## src/rtl/alu_share_arbiter_pkg.sv

```systemverilog
// alu_arb_pkg: opcode constants, FSM state encoding and reserved-opcode result shared by the arbiter slice.
package alu_arb_pkg;
    localparam logic [2:0] OP_ADD = 3'b000;
    localparam logic [2:0] OP_SUB = 3'b001;
    localparam logic [2:0] OP_AND = 3'b100;
    localparam logic [2:0] OP_OR  = 3'b110;
    localparam logic [15:0] ALU_BAD_RESULT = 16'hFF38;
    typedef enum logic [1:0] {S_IDLE, S_ISSUE, S_WAIT, S_RESP} state_t;
endpackage

```

## src/rtl/alu_share_arbiter_if.sv

```systemverilog
// alu_share_arbiter_if: requester, ALU and response signals of the shared-ALU arbiter.
interface alu_share_arbiter_if #(
    parameter int N_REQ  = 4,
    parameter int DATA_W = 16,
    parameter int OP_W   = 3
);
    localparam int ID_W = $clog2(N_REQ);
    logic [N_REQ-1:0]        req_valid;
    logic [N_REQ-1:0]        req_ready;
    logic [N_REQ*OP_W-1:0]   req_op;
    logic [N_REQ*DATA_W-1:0] req_a;
    logic [N_REQ*DATA_W-1:0] req_b;
    logic                    alu_start;
    logic [OP_W-1:0]         alu_op;
    logic [DATA_W-1:0]       alu_a;
    logic [DATA_W-1:0]       alu_b;
    logic [DATA_W-1:0]       alu_result;
    logic                    alu_zero;
    logic                    rsp_valid;
    logic                    rsp_ready;
    logic [ID_W-1:0]         rsp_id;
    logic [DATA_W-1:0]       rsp_result;
    logic                    rsp_zero;
    logic                    busy;
    modport slave (
        input  req_valid, req_op, req_a, req_b, alu_result, alu_zero, rsp_ready,
        output req_ready, alu_start, alu_op, alu_a, alu_b, rsp_valid, rsp_id, rsp_result, rsp_zero, busy
    );
    modport master (
        output req_valid, req_op, req_a, req_b, alu_result, alu_zero, rsp_ready,
        input  req_ready, alu_start, alu_op, alu_a, alu_b, rsp_valid, rsp_id, rsp_result, rsp_zero, busy
    );
endinterface

```

## src/rtl/alu_share_arbiter_rr_picker.sv

```systemverilog
// rr_picker: request vector -> one-hot grant and index; round-robin after i_last,
// or lowest-index fixed priority when ALU_ARB_FIXED_PRIO_EN is defined.
module rr_picker #(
    parameter int N_REQ = 4,
    localparam int ID_W = $clog2(N_REQ)
) (
    input  logic [N_REQ-1:0] i_req,
`ifndef ALU_ARB_FIXED_PRIO_EN
    input  logic [ID_W-1:0]  i_last,
`endif
    output logic [N_REQ-1:0] o_grant,
    output logic [ID_W-1:0]  o_idx
);
`ifdef ALU_ARB_FIXED_PRIO_EN
    always_comb begin
        o_idx = '0;
        for (int i = N_REQ - 1; i >= 0; i--)
            if (i_req[i]) o_idx = ID_W'(i);
    end
`else
    logic w_hit;
    always_comb begin
        o_idx = '0;
        w_hit = 1'b0;
        for (int k = 1; k <= N_REQ; k++)
            if (!w_hit && i_req[(int'(i_last) + k) % N_REQ]) begin
                o_idx = ID_W'((int'(i_last) + k) % N_REQ);
                w_hit = 1'b1;
            end
    end
`endif
    assign o_grant = (|i_req) ? (N_REQ'(1) << o_idx) : '0;
endmodule

```

## src/rtl/alu_share_arbiter.sv

```systemverilog
// alu_share_arbiter: shares one fixed-latency ALU among N_REQ requesters, one transaction at a time.
// Define ALU_ARB_FIXED_PRIO_EN for fixed priority instead of round-robin.
module alu_share_arbiter
    import alu_arb_pkg::*;
#(
    parameter int N_REQ   = 4,
    parameter int DATA_W  = 16,
    parameter int OP_W    = 3,
    parameter int ALU_LAT = 2
) (
    input logic clk,
    input logic reset,
    alu_share_arbiter_if.slave bus
);
    localparam int ID_W  = $clog2(N_REQ);
    localparam int CNT_W = $clog2(ALU_LAT + 1);
    state_t            r_state, w_next;
    logic [CNT_W-1:0]  r_cnt;
    logic [OP_W-1:0]   r_op;
    logic [DATA_W-1:0] r_a, r_b, r_res;
    logic              r_zero;
    logic [ID_W-1:0]   r_id;
    logic [N_REQ-1:0]  w_grant;
    logic [ID_W-1:0]   w_idx;
    logic              w_accept;
`ifndef ALU_ARB_FIXED_PRIO_EN
    logic [ID_W-1:0]   r_last;
`endif
    rr_picker #(.N_REQ(N_REQ)) u_pick (
        .i_req  (bus.req_valid),
`ifndef ALU_ARB_FIXED_PRIO_EN
        .i_last (r_last),
`endif
        .o_grant(w_grant),
        .o_idx  (w_idx)
    );
    // Gated by reset so no request is ever acknowledged while the block is being cleared.
    assign w_accept      = (r_state == S_IDLE) && (|bus.req_valid) && !reset;
    assign bus.req_ready = w_accept ? w_grant : '0;
    assign bus.alu_start = (r_state == S_ISSUE);
    assign bus.alu_op    = r_op;
    assign bus.alu_a     = r_a;
    assign bus.alu_b     = r_b;
    assign bus.rsp_valid = (r_state == S_RESP);
    assign bus.rsp_id    = r_id;
    assign bus.rsp_result = r_res;
    assign bus.rsp_zero  = r_zero;
    assign bus.busy      = (r_state != S_IDLE);
    always_comb begin
        w_next = r_state;
        case (r_state)
            S_IDLE:  w_next = w_accept ? S_ISSUE : S_IDLE;
            S_ISSUE: w_next = S_WAIT;
            S_WAIT:  w_next = (r_cnt == '0) ? S_RESP : S_WAIT;
            S_RESP:  w_next = bus.rsp_ready ? S_IDLE : S_RESP;
            default: w_next = S_IDLE;
        endcase
    end
    always_ff @(posedge clk) begin
        if (reset) begin
            r_state <= S_IDLE;
            r_cnt   <= '0;
            r_op    <= '0;
            r_a     <= '0;
            r_b     <= '0;
            r_id    <= '0;
            r_res   <= '0;
            r_zero  <= 1'b0;
`ifndef ALU_ARB_FIXED_PRIO_EN
            r_last  <= ID_W'(N_REQ - 1);
`endif
        end else begin
            r_state <= w_next;
            if (w_accept) begin
                r_op <= bus.req_op[w_idx*OP_W +: OP_W];
                r_a  <= bus.req_a[w_idx*DATA_W +: DATA_W];
                r_b  <= bus.req_b[w_idx*DATA_W +: DATA_W];
                r_id <= w_idx;
`ifndef ALU_ARB_FIXED_PRIO_EN
                r_last <= w_idx;
`endif
            end
            if (r_state == S_ISSUE)
                r_cnt <= CNT_W'(ALU_LAT - 1);
            else if (r_state == S_WAIT && r_cnt != '0)
                r_cnt <= r_cnt - 1'b1;
            if (r_state == S_WAIT && r_cnt == '0) begin
                r_res  <= bus.alu_result;
                r_zero <= bus.alu_zero;
            end
        end
    end
endmodule
```

## src/flat_wrapper.sv

```systemverilog
// flat-port wrapper written by rule: the top's interface ports become plain ports
module alu_share_arbiter_flat import alu_arb_pkg::*;
#(
    parameter int N_REQ   = 4,
    parameter int DATA_W  = 16,
    parameter int OP_W    = 3,
    parameter int ALU_LAT = 2
)
  (clk, reset, bus_req_valid, bus_req_op, bus_req_a, bus_req_b, bus_alu_result, bus_alu_zero, bus_rsp_ready, bus_req_ready, bus_alu_start, bus_alu_op, bus_alu_a, bus_alu_b, bus_rsp_valid, bus_rsp_id, bus_rsp_result, bus_rsp_zero, bus_busy);
  alu_share_arbiter_if #(.N_REQ(N_REQ), .DATA_W(DATA_W), .OP_W(OP_W)) bus_i ();
  input logic clk;
  input logic reset;
  input wire logic [$bits(bus_i.req_valid)-1:0] bus_req_valid;
  input wire logic [$bits(bus_i.req_op)-1:0] bus_req_op;
  input wire logic [$bits(bus_i.req_a)-1:0] bus_req_a;
  input wire logic [$bits(bus_i.req_b)-1:0] bus_req_b;
  input wire logic [$bits(bus_i.alu_result)-1:0] bus_alu_result;
  input wire logic [$bits(bus_i.alu_zero)-1:0] bus_alu_zero;
  input wire logic [$bits(bus_i.rsp_ready)-1:0] bus_rsp_ready;
  output wire logic [$bits(bus_i.req_ready)-1:0] bus_req_ready;
  output wire logic [$bits(bus_i.alu_start)-1:0] bus_alu_start;
  output wire logic [$bits(bus_i.alu_op)-1:0] bus_alu_op;
  output wire logic [$bits(bus_i.alu_a)-1:0] bus_alu_a;
  output wire logic [$bits(bus_i.alu_b)-1:0] bus_alu_b;
  output wire logic [$bits(bus_i.rsp_valid)-1:0] bus_rsp_valid;
  output wire logic [$bits(bus_i.rsp_id)-1:0] bus_rsp_id;
  output wire logic [$bits(bus_i.rsp_result)-1:0] bus_rsp_result;
  output wire logic [$bits(bus_i.rsp_zero)-1:0] bus_rsp_zero;
  output wire logic [$bits(bus_i.busy)-1:0] bus_busy;
  assign bus_i.req_valid = bus_req_valid;
  assign bus_i.req_op = bus_req_op;
  assign bus_i.req_a = bus_req_a;
  assign bus_i.req_b = bus_req_b;
  assign bus_i.alu_result = bus_alu_result;
  assign bus_i.alu_zero = bus_alu_zero;
  assign bus_i.rsp_ready = bus_rsp_ready;
  assign bus_req_ready = bus_i.req_ready;
  assign bus_alu_start = bus_i.alu_start;
  assign bus_alu_op = bus_i.alu_op;
  assign bus_alu_a = bus_i.alu_a;
  assign bus_alu_b = bus_i.alu_b;
  assign bus_rsp_valid = bus_i.rsp_valid;
  assign bus_rsp_id = bus_i.rsp_id;
  assign bus_rsp_result = bus_i.rsp_result;
  assign bus_rsp_zero = bus_i.rsp_zero;
  assign bus_busy = bus_i.busy;
  alu_share_arbiter #(.N_REQ(N_REQ), .DATA_W(DATA_W), .OP_W(OP_W), .ALU_LAT(ALU_LAT)) u_core (.clk(clk), .reset(reset), .bus(bus_i));
endmodule
```

## config.mk

```make
export PLATFORM = sky130hd
export DESIGN_NAME = alu_share_arbiter_flat
export DESIGN_NICKNAME = d
export VERILOG_FILES = /design/src/rtl/alu_share_arbiter_pkg.sv /design/src/rtl/alu_share_arbiter_if.sv /design/src/rtl/alu_share_arbiter_rr_picker.sv /design/src/rtl/alu_share_arbiter.sv /design/src/flat_wrapper.sv
export SDC_FILE = /design/constraint.sdc
export NUM_CORES = 1
export LEC_CHECK = 0
export ABC_AREA = 0
export CORE_MARGIN = 2
export CORE_UTILIZATION = 40
export CTS_CLUSTER_SIZE = 10
export DETAILED_ROUTE_END_ITERATION = 6
export HOLD_SLACK_MARGIN = 0.03
export PLACE_DENSITY = 0.88
export SETUP_SLACK_MARGIN = 0.2
export SLEW_MARGIN = 40
export SYNTH_ARGS = -nofsm -noshare
export SYNTH_HDL_FRONTEND = slang
export SYNTH_SLANG_ARGS = --single-unit
```

## constraint.sdc

```tcl
create_clock -name clk -period 4.6 [get_ports clk]
set_input_delay 0.92 -clock clk [delete_from_list [all_inputs] [get_ports clk]]
set_output_delay 0.92 -clock clk [all_outputs]
set_load 0.1 [all_outputs]
```

; ---- Word level (Yosys, flattened, before mapping)
; Index checks and enable logic that the tools add are counted.
[totals]
reg_bits = 60
in_bits = 164
word_cells = 80
out_inout_bits = 61
[op_classes]
n_mul = 1
n_addsub = 5
n_bitwise = 4
n_lt_le_gt_ge = 4
shifts = 4
muxes = 27
n_reduce_logical = 22
n_eq_ne = 3
[op_table]
columns = cell, n
row1 = $shiftx A64 B7 Y16, 2
row2 = $lt A3 B4 Y1 const B, 4
row3 = $mux W1, 15
row4 = $shiftx A12 B5 Y3, 1
row5 = $mux W2, 5
row6 = $reduce_or A2 Y1, 5
row7 = $bmux W1 S2, 4
row8 = $mux W4, 2
row9 = $pmux W2 S4, 1
row10 = $logic_and A1 B1 Y1, 7
row11 = $reduce_bool A2 Y1, 3
row12 = $add A2 B1 Y2 const B, 2
row13 = $add A2 B2 Y2 const B, 2
row14 = $and A1 B1 Y1 const A, 4
row15 = $eq A2 B2 Y1 const B, 2
row16 = $logic_not A1 Y1, 4
row17 = $logic_not A2 Y1, 2
row18 = $mul A2 B2 Y4 const B, 1
row19 = $reduce_or A4 Y1, 1
row20 = $shl A1 B2 Y4 const A, 1
row21 = $eq A2 B1 Y1 const B, 1
row22 = $sub A2 B1 Y2 const B, 1

; ---- Longest topological paths before layout
[depth]
ltp_word = 19
ltp_mapped = 7

; ---- Modules after synthesis
; A second synthesis with hierarchy kept.
[unflattened]
hier_cells = 355
hier_area_um2 = 3353.2
[modules_own_cells]
columns = mod, seq_area_each_um2, n_inst, area_per_inst_um2, cells_each
row1 = alu_share_arbiter, 1201.2, 1, 3170.5, 327
row2 = rr_picker, 0.0, 1, 182.7, 28

; ---- Worst setup path before layout
; Ideal clock, no wire load.
[synth_timing]
kind = input to output
startpoint = in bus_req_valid[2]
endpoint = out bus_req_ready[3]
required_time_ns = 3.680
arrival_ns = 4.589
path_buffers = 2
stages = 6
path_slack_ns = -0.909
path_cell_list = nand2b_1 > a21o_1 > and3_4 > buf_12 > buf_6 > nor4_1
[synth_between]
elab_chain_cells = 16
[synth_lines]
columns = item, line_no
row1 = from (decl), flat_wrapper.sv:13  ; input wire logic [$bits(bus_i.req_valid)-1:0] bus_req_valid;
row2 = $bmux W1 S2, alu_share_arbiter_rr_picker.sv:26  ; if (!w_hit && i_req[(int'(i_last) + k) % N_REQ]) begin
row3 = $mux W1 (implied by the code) (2 in a row), alu_share_arbiter_rr_picker.sv:26
row4 = $mux W1, alu_share_arbiter_rr_picker.sv:26
row5 = $logic_not A1 Y1, alu_share_arbiter_rr_picker.sv:26
row6 = $logic_and A1 B1 Y1, alu_share_arbiter_rr_picker.sv:26
row7 = $mux W1, alu_share_arbiter_rr_picker.sv:26
row8 = $logic_not A1 Y1, alu_share_arbiter_rr_picker.sv:26
row9 = $logic_and A1 B1 Y1, alu_share_arbiter_rr_picker.sv:26
row10 = $mux W1, alu_share_arbiter_rr_picker.sv:26
row11 = $logic_not A1 Y1, alu_share_arbiter_rr_picker.sv:26
row12 = $logic_and A1 B1 Y1, alu_share_arbiter_rr_picker.sv:26
row13 = $mux W2, alu_share_arbiter_rr_picker.sv:26
row14 = $shl A1 B2 Y4, alu_share_arbiter_rr_picker.sv:32  ; assign o_grant = (|i_req) ? (N_REQ'(1) << o_idx) : '0;
row15 = $mux W4, alu_share_arbiter_rr_picker.sv:32
row16 = $mux W4 *, alu_share_arbiter.sv:39  ; assign bus.req_ready = w_accept ? w_grant : '0;
row17 = to (decl), flat_wrapper.sv:20  ; output wire logic [$bits(bus_i.req_ready)-1:0] bus_req_ready;
; Mark *: on every way between the ends. The rest lies on a longest branch, timed or not. The select of a mux whose other input is x is not followed.

; ---- Final worst setup path
[layout_timing]
startpoint = in bus_req_valid[1]
endpoint = out bus_req_ready[0]
; The elaborated chain is that of the path after synthesis.

==> summary.txt <==
Outcome = finished, final reports clean
Routed WL = 11,900 um
TritonCTS Buffers = 9
Synth Net Count = 498
CP required = 3.68 ns
Initial Utilization = 41.8%
Max FO, Critical Path = 6
Syn Inst Count = 333
CP Cell Sequence = clkdlybuf4s50_1 -> nand2b_1 -> o221ai_2 -> nand2_1 -> nor3_2 -> buf_12
CTS tree = built
# rows = 33
Final #Nets = 710
Antenna Nets Post-Route = 0
Flops & latches, synth = 60
Hold Vio Cnt, Final = 0
Total Power = 2.56 mW
Chip Width = 97.1 um
Max Slew Vio Count = 0
Syn avg cell area = 10.4 um^2
CP peak stage delay = 0.60 ns
GRT met2 Usage = 43.5%
Met1 Usage GRT = 28.8%
Vias per inst = 5.22
Min cycle time layout = 3.56 ns
Sequential area share after synthesis = 34.6%
P&R area growth vs syn = 61.8%
DIE HEIGHT = 97.1 um
Placed cells = 639
Leakage = 2.49 nW
Bufs and invs on worst path = 2
Initial DRC count = 80
Reg clk slew, reported paths = 0.06 ns
GRT overflow = 0
First-pass GRT wire length = 18,900 um
Crit share post-route = 77.5%
Port Buf Inserts = 224
Max transition margin = 51.9%
HP Class = reg -> reg
Via count = 3,413
Worst Tran Pin Value = 0.721 ns
Layout Skew = 0.00766 ns
Ys async rst share = 0%
Hold_buf cts = 0
Worst Slack Setup Final = 1.04 ns
CP Launch Type = input port
Mapped cell area = 3470 um^2
GR Util All Layers = 24.8%
Total clock sinks = 60
Ys flop type = dfxtp_1
Initial antenna violation count = 0
Detail Placement HPWL = 9300 um
Netlist cell types = 40
Final setup violation count = 0
Setup TNS = 0 ns
Cell family contributing the most delay on the critical path = buffers and inverters
Quantity of gates resized following cts = 0
CTS root buf = clkbuf_8
Warning count from the yosys run = 0
Dpl cell area = 5430 um^2
Vias in the first global route = 3,495
Crit. End Element = output port
Grt peak-use layer = met2
Post-synth EDFFs = 0
Crit path kind = in -> out
Drt pass-1 iters = 4
Hold WS = 0.457 ns
Util after Layout = 67.6%
Commonest non-fill, non-tap cell in the layout = clkdlybuf4s50_1
Drt drc = 0
Fin area = 5610 um^2
Most frequent cells in the layout = clkdlybuf4s50_1, mux2i_1, dfxtp_1, buf_2, o21bai_1
PD cells = 456 nW/um^2
Layout cells sized above 1 = 23.3%
RSZ-0062 raised after global routing = no
Routed WL per cell = 18.3 um
Clock Tree Buf Depth = 2
Place WS = 1.03 ns
Worst vdd ir = 0.336 mV
Clk_lat worst skew = 0.34 ns
Boundary pin count = 225
Diode count = 0
Global Route met3 Usage = 7.19%
Die area = 9440 um^2
Core area = 8300 um^2
Worst path slowest cell = clkdlybuf4s50_1
Non-filler instance count after layout = 654
Largest net degree at the start of global routing = 61
Max cap viols = 0
# H-tree levels = 3
Layout fillers = 635
Storage element area = 1200 um^2
Area of the multi-input gates = 2050 um^2
Setup Fix Bufs, Post-CTS = 0
Max Fclk = 0.281 GHz
Gp weighted congestion = 0.842
Crit path DAT = 2.64 ns
==> cells by family (layout without fill, tap and decap cells) <==
family                     after synthesis  in the layout  synth area share [%]
and+or+nand+nor                         65             65                  9.12
AOI/OAI and AO/OA                      104            104                  28.6
muxes                                   70             70                  20.2
buffers and inverters                   33            249                  7.14
adders and majority gates                1              1                 0.361
DFF                                     60             60                  34.6
==> report_power, final <==
part	switching (mW)	leakage (nW)	total (mW)	internal [mW]
combinational	1.04	1.89	1.44	0.395
sequential	0.0563	0.496	0.669	0.613
clock	0.200	0.0986	0.451	0.251
==> cell type report <==
type                       count  share of cell area, %
clock inverter                 1                 0.0892
inverter                       4                  0.267
tap                          105                   2.34
multi-input combinational    240                   36.6
sequential                    60                   21.4
timing repair buffer         230                   36.1
clock buffer                  14                   3.25
==> sequential cells by signal (all words and copies together), names as in the netlist <==
signal	flops
u_core.r_state	2
u_core.bus.rsp_zero	1
u_core.bus.alu_b	16
u_core.bus.rsp_result	16
u_core.bus.alu_a	16
u_core.bus.rsp_id	2
u_core.r_cnt	2
u_core.r_last	2
u_core.bus.alu_op	3
==> cell usage after synthesis, types with 2 or more instances <==
master / number / area [um^2]
a21oi_1: 20 / 100
buf_12: 2 / 40.0
nand2b_1: 3 / 18.8
clkbuf_1: 10 / 37.5
a211oi_1: 2 / 15.0
nor4_1: 2 / 12.5
a221oi_2: 32 / 480
nand2_1: 35 / 131
mux2i_1: 70 / 701
dfxtp_1: 60 / 1200
o21bai_1: 37 / 278
nor2_1: 7 / 26.3
o21ai_0: 2 / 10.0
buf_2: 7 / 35.0
a221oi_1: 3 / 26.3
buf_6: 6 / 67.6
buf_8: 3 / 45.0
inv_1: 4 / 15.0
nor2b_1: 3 / 18.8
and2_1: 2 / 12.5
nor3_1: 4 / 20.0
==> tightest hold or removal path, delay by kind of cell, from the launching register on <==
| family | cells | cell delay (ns) |
|---|---|---|
| AND/OR/NAND/NOR | 1 | 0.05 |
| AO/OA/AOI/OAI | 1 | 0.05 |
| flip-flops | 1 | 0.31 |
==> per-layer routing <==
metal / vias to the layer above / wire length (um) / share of wire [%]
met4: 0 / 275 / 2.3
met1: 1568 / 4720 / 39
li1: 1683 / - / -
met5: - / 0 / 0
met3: 17 / 976 / 8.2
met2: 145 / 5980 / 50
==> worst paths after layout <==
check                                    startpoint                                     end  slack [ns]  depth (start not counted)
min reg2reg  u_core.bus.rsp_result[13]$_SDFFE_PP0P_  u_core.bus.rsp_result[13]$_SDFFE_PP0P_        0.46                          2
max                                bus_req_valid[1]                        bus_req_ready[0]        1.04                          6
min          u_core.bus.rsp_result[13]$_SDFFE_PP0P_  u_core.bus.rsp_result[13]$_SDFFE_PP0P_        0.46                          2
max reg2reg            u_core.r_state[1]$_SDFF_PP0_        u_core.bus.alu_a[1]$_SDFFE_PP0P_        2.37                          5
Note: power is estimated with default switching activity, not from simulation.
